$ cat src/rtl/mem_port_arbiter.sv
// mem_port_arbiter: shares one memory port between fetch and load/store, data first with a fetch starvation guard
module mem_port_arbiter #(
    parameter int AW           = 16,
    parameter int DW           = 16,
    parameter int STARVE_LIMIT = 3
) (
    input  logic          clk,
    input  logic          rst_n,
    input  logic          if_req,
    input  logic [AW-1:0] if_addr,
    output logic          if_ack,
    output logic [DW-1:0] if_rdata,
    input  logic          dm_req,
    input  logic          dm_we,
    input  logic [AW-1:0] dm_addr,
    input  logic [DW-1:0] dm_wdata,
    output logic          dm_ack,
    output logic [DW-1:0] dm_rdata,
    output logic          mem_req,
    output logic          mem_we,
    output logic [AW-1:0] mem_addr,
    output logic [DW-1:0] mem_wdata,
    input  logic [DW-1:0] mem_rdata,
    input  logic          mem_ack,
    output logic          stall_if,
    output logic          stall_dm
);
    localparam int CW = $clog2(STARVE_LIMIT + 1);
    localparam logic [CW-1:0] LIM = CW'(STARVE_LIMIT);

    typedef enum logic [1:0] {IDLE, GNT_IF, GNT_DM, DONE} state_t;

    state_t        r_state, w_next;
    logic          r_win_dm;
    logic [CW-1:0] r_cnt;
    logic [AW-1:0] r_addr;
    logic          r_we;
    logic [DW-1:0] r_wdata, r_if_rdata, r_dm_rdata;
    logic          w_arb, w_pick_if;

    assign w_arb     = (r_state == IDLE) && (if_req || dm_req);
    assign w_pick_if = if_req && (!dm_req || r_cnt == LIM);

    // next state: arbitrate in IDLE, wait for mem_ack in a grant, DONE always returns to IDLE
    always_comb begin
        w_next = r_state;
        case (r_state)
            IDLE:           if (if_req || dm_req) w_next = w_pick_if ? GNT_IF : GNT_DM;
            GNT_IF, GNT_DM: if (mem_ack) w_next = DONE;
            default:        w_next = IDLE;
        endcase
    end

    // state, starvation counter, winner's request fields and per-requester read data
    always_ff @(posedge clk or negedge rst_n) begin
        if (!rst_n) begin
            r_state    <= IDLE;
            r_win_dm   <= 1'b0;
            r_cnt      <= '0;
            r_addr     <= '0;
            r_we       <= 1'b0;
            r_wdata    <= '0;
            r_if_rdata <= '0;
            r_dm_rdata <= '0;
        end else begin
            r_state <= w_next;
            if (w_arb) begin
                r_win_dm <= !w_pick_if;
                r_addr   <= w_pick_if ? if_addr : dm_addr;
                r_we     <= !w_pick_if && dm_we;
                if (!w_pick_if) r_wdata <= dm_wdata;
                r_cnt    <= (w_pick_if || !if_req) ? '0 : (r_cnt == LIM ? LIM : r_cnt + 1'b1);
            end
            if (mem_ack && r_state == GNT_IF) r_if_rdata <= mem_rdata;
            if (mem_ack && r_state == GNT_DM) r_dm_rdata <= mem_rdata;
        end
    end

    assign mem_req   = (r_state == GNT_IF) || (r_state == GNT_DM);
    assign mem_we    = r_we;
    assign mem_addr  = r_addr;
    assign mem_wdata = r_wdata;
    assign if_ack    = (r_state == DONE) && !r_win_dm;
    assign dm_ack    = (r_state == DONE) && r_win_dm;
    assign if_rdata  = r_if_rdata;
    assign dm_rdata  = r_dm_rdata;
    assign stall_if  = if_req && !if_ack;
    assign stall_dm  = dm_req && !dm_ack;
endmodule

$ cat config.mk
export PLATFORM = sky130hd
export DESIGN_NAME = mem_port_arbiter
export DESIGN_NICKNAME = d
export VERILOG_FILES = /design/src/rtl/mem_port_arbiter.sv
export SDC_FILE = /design/constraint.sdc
export NUM_CORES = 1
export LEC_CHECK = 0
export BUFFER_PORTS_ARGS = -buffer_cell sky130_fd_sc_hd__buf_4
export CAP_MARGIN = 30
export CORE_ASPECT_RATIO = 0.8
export CORE_MARGIN = 3
export CORE_UTILIZATION = 46
export DETAILED_ROUTE_END_ITERATION = 10
export PLACE_DENSITY = 0.84
export SETUP_SLACK_MARGIN = 0.15
export SKIP_CTS_REPAIR_TIMING = 1
export SYNTH_ARGS = -nofsm -noshare
export SYNTH_HDL_FRONTEND = slang
export SYNTH_SLANG_ARGS = --single-unit
$ cat constraint.sdc
create_clock -name clk -period 1.85 [get_ports clk]
set_input_delay 0.37 -clock clk [delete_from_list [all_inputs] [get_ports clk]]
set_output_delay 0.37 -clock clk [all_outputs]
set_load 0.02 [all_outputs]
After elaboration in Yosys (flattened, before gate mapping)
Index checks and enable logic that the tools add are counted.

storage, ports and cells
  register bits after elaboration = 70
  input bits = 70
  word-level logic and storage cells = 46

operators by class
  add/sub/neg operators = 1
  equality and inequality tests = 6
  muxes and demuxes = 7
  bitwise operators = 1
  reductions and logical operators = 23

operators by type and width
  kind                 count
  $mux 16              1
  $mux 2               5
  $logic_and 1x1->1    9
  $eq 2x2->1 const B   3
  $logic_not 1->1      6
  $logic_or 1x1->1     4
  $pmux 2 s2           1
  $reduce_and 2->1     2
  $add 2x1->2 const B  1
  $eq 2x1->1 const B   1
  $logic_not 2->1      1
  $ne 2x1->1 const B   1
  $ne 2x2->1 const B   1
  $reduce_or 2->1      1
  $not 1->1            1

Longest topological paths before layout
  word-level depth = 6
  mapped depth = 6
  gate-level depth less buffers = 5

Worst setup path before layout
OpenSTA, ideal clock, no wires.

  path type = reg2reg
  start point = register r_state[1]
  end point = register r_wdata[10], in the netlist mem_wdata[10]
  library setup time = 0.125 ns
  data arrival time = 1.561 ns
  setup slack = 0.164 ns
  cell stages (with the launch flop) = 7
  buffers on the path = 1
  clock period less this slack = 1.686 ns
  path through = dfrtp_1 -> inv_1 -> ha_1 -> nand2_2 -> a31oi_4 -> buf_12 -> mux2_4

between the ends
  longest elaborated chain between the ends = 3

RTL lines
  item                        RTL line  source
  start, declared             33        state_t r_state, w_next;
  start signal, assigned      66        r_state <= w_next;
  $logic_not 2->1             41        assign w_arb = (r_state == IDLE) && (if_req || dm_req);
  $logic_and 1x1->1           41
  $reduce_and 2->1 (no line)  --
  end signal, assigned        71        if (!w_pick_if) r_wdata <= dm_wdata;
  end, declared               38        logic [DW-1:0] r_wdata, r_if_rdata, r_dm_rdata;

Every way passes these cells.
A chain may end at the register's enable or synchronous reset.

Worst setup path in the final report
  start point = register r_state[1]
  end point = output port stall_dm

between the ends
  longest elaborated chain between the ends = 4

RTL lines
  item               RTL line  source
  $eq 2x2->1         84        assign dm_ack = (r_state == DONE) && r_win_dm;
  $logic_and 1x1->1  84
  $logic_not 1->1    88        assign stall_dm = dm_req && !dm_ack;
  $logic_and 1x1->1  88
  end, declared      26        output logic stall_dm

Every way passes these cells.

==> results.py <==
metrics = {
    "timing": {
        "setup_viol": 0,
        "hold_viol": 30,
        "tightest_slew_ps": 446,
        "rsz0062_at_grt": "yes",
        "maxSlewHeadroom": 0.699,
        "finalCritPeriodShare": 0.924,
        "setup_tns_ps": 0,
        "setup_slack_ps": 141,
        "drv_slew": 0,
        "maxClockFrequency_mhz": 585,
        "skew_ps": 7.13,
        "min_period_ps": 1710,
        "fin_hold_ws_ps": -16.9,
    },
    "run_status": {
        "status": "finished, violations left",
        "violations": "negative hold slack",
    },
    "floorplanning": {
        "rows": 25,
        "coreArea_um2": 6130,
        "io-pin-count": 140,
        "die_w_um": 96.7,
        "dieArea_um2": 7590,
        "start_util": 0.493,
        "die_h_um": 78.5,
    },
    "synthesis": {
        "synthCells": 235,
        "synth_edf_count": 0,
        "yosysTopAreaCell": "dfrtp_1",
        "yosys-top-cells-area": "dfrtp_1, mux2_2, mux2_4",
        "yosysSeqAreaShare": 0.579,
        "yosys_warnings": 0,
        "ys_top_cells_by_count": "dfrtp_1, mux2_2, o21ai_0, nor2_1",
        "synthMuxAreaShare": 0.193,
        "synth_top_family_by_area": "multiplexers",
        "yosysMostFrequentCell": "dfrtp_1",
        "synth_xor_area_frac": 0,
        "synth.distinct_cells": 32,
        "synth-simple-area-share": 0.0770,
        "syn_area_um2": 3020,
        "synth_adder_area_share": 0.0165,
        "synth_seq_cells": 70,
        "async_reset_ff_frac": 1.00,
        "postSynthAreaPerCell_um2": 12.9,
        "synth_fp_nets": 309,
        "synth_compound_area_frac": 0.101,
        "yosysTopAreaCellShare": 0.579,
        "synth_ff_type": "dfrtp_1",
    },
    "global_route": {
        "track_usage": 0.187,
        "grt_pass1_vias": 2384,
        "grt_pass1_wl_um": 11300,
        "antenna_found_initial": 0,
        "overflow": 0,
        "grt_max_degree": 38,
    },
    "drt": {
        "wl_per_cell_um": 15.3,
        "viasPerCell": 5.13,
        "ant_nets": 0,
        "drt_iter0_drc": 90,
        "routed_wl_um": 7140,
        "num_vias": 2397,
        "route.detailed.drc": 0,
        "firstDrtPassIters": 4,
    },
    "place": {
        "place.gp.congestion": 0.792,
        "place_ws_ps": 85.6,
        "numPortBuffers": 139,
        "hpwl_um": 5270,
    },
    "job": {
        "max_cap_viol_count": 0,
    },
    "setup_path": {
        "cp.required_ps": 1480,
        "critPathLaunch": "r_state[1]$_DFFE_PN0P_",
        "cp.arrival_ps": 1340,
        "reg2reg_from": "r_state[1]$_DFFE_PN0P_",
        "reg2reg_slack_ps": 170,
        "rr_endpoint": "mem_wdata[5]$_DFFE_PN0P_",
        "crit_fanout": 3,
        "worstRegToRegCells": 6,
        "start_kind": "flip-flop",
        "end_kind": "output pin",
        "setup.worst_path.class": "reg2out",
    },
    "pwr": {
        "p_total_mw": 8.06,
        "p_per_area_nw_per_um2": 1830,
        "ir_drop_v": 0.00101,
        "p_leak_nw": 2.09,
    },
    "cts": {
        "clk_path_buf_depth": 2,
        "clock_latency_ps": 330,
        "numCtsBuffers": 9,
        "clock_sinks": 70,
        "clkTransAtPathRegs_ps": 70,
        "cts_tree": "built",
        "htree_levels": 3,
        "clock-root-buffer": "clkbuf_8",
    },
    "finish": {
        "antenna_cells": 0,
        "final_nets": 456,
        "final_core_util": 0.718,
        "final_layout_size_suffix_gt1_frac": 0.567,
        "areaGrowthSynthToFinish_pct": 45.5,
        "n_fill_cell": 443,
    },
    "hold_path": {
        "min_path_type": "in2async",
    },
}
==> layout by cell type (no fill, tap or decap), types with 2 or more instances in the layout <==
cell,count
mux2_2,39
buf_12,3
mux2_4,9
clkbuf_8,11
o21ai_0,20
ha_4,2
a31oi_1,17
nand2_1,7
nand3_1,17
clkbuf_1,3
buf_4,146
inv_1,4
dfrtp_1,69
nor2_1,18
ha_1,2
==> per-stage QoR <==
| stage | area (um^2) | std cells | hold WS [ps] |
|---|---|---|---|
| 2_1_floorplan | 3020 | 235 | 74.4 |
| 3_3_place_gp | 4180 | 450 | 341 |
| 3_5_place_dp | 4180 | 450 | 352 |
| 4_1_cts | 4350 | 465 | -7.98 |
| 5_1_grt | 4400 | 467 | 8.97 |
| 6_report | 4400 | 467 | -16.9 |
==> cell families (layout without fill, tap and decap cells) <==
family          after synthesis  after routing
flops                        70             70
mux                          49             49
buf+inv                      17            168
fa+ha+maj                     4              4
simple gates                 50             50
compound gates               45             45
==> where the power goes <==
part | total, mW | internal (mW) | switching, mW
logic | 4.17 | 2.09 | 2.08
clock network | 1.06 | 0.553 | 0.503
registers | 2.83 | 2.32 | 0.505
total | 8.06 | 4.97 | 3.09
==> metal layers <==
metal / wire length, um / GRT usage
met1: 3150 / 0.250
met2: 3160 / 0.275
met3: 758 / 0.0737
met4: 76 / 0.0687
met5: 0 / 0
==> worst max path at each step <==
stage / slack, ps / end
finish: 140 / stall_dm
CTS: 30 / stall_dm
global placement: 150 / mem_wdata[4]$_DFFE_PN0P_
global route: 80 / stall_dm
floorplan: 160 / mem_wdata[10]$_DFFE_PN0P_
detailed placement: 90 / mem_wdata[5]$_DFFE_PN0P_
==> registers in the layout (all words and copies together) (netlist names) <==
name	cells
mem_we	1
r_win_dm	1
r_state	2
r_cnt	2
mem_addr	16
if_rdata	16
mem_wdata	16
dm_rdata	16
==> cell type report <==
type	count	area (um^2)	area share
Multi-Input combinational cell	148	1210	0.274
Timing Repair Buffer	149	1160	0.263
Clock buffer	14	163	0.0370
Clock inverter	1	5.00	0.00114
Sequential cell	70	1750	0.398
Inverter	4	15.0	0.00341
Tap cell	81	101	0.0230
==> worst max-delay path, stage by stage (launching register included) <==
cell     delay [ps]
dfrtp_1         430
ha_4            200
and2_4          140
nor2b_1         100
buf_4           150
(Power assumes the default switching activity.)
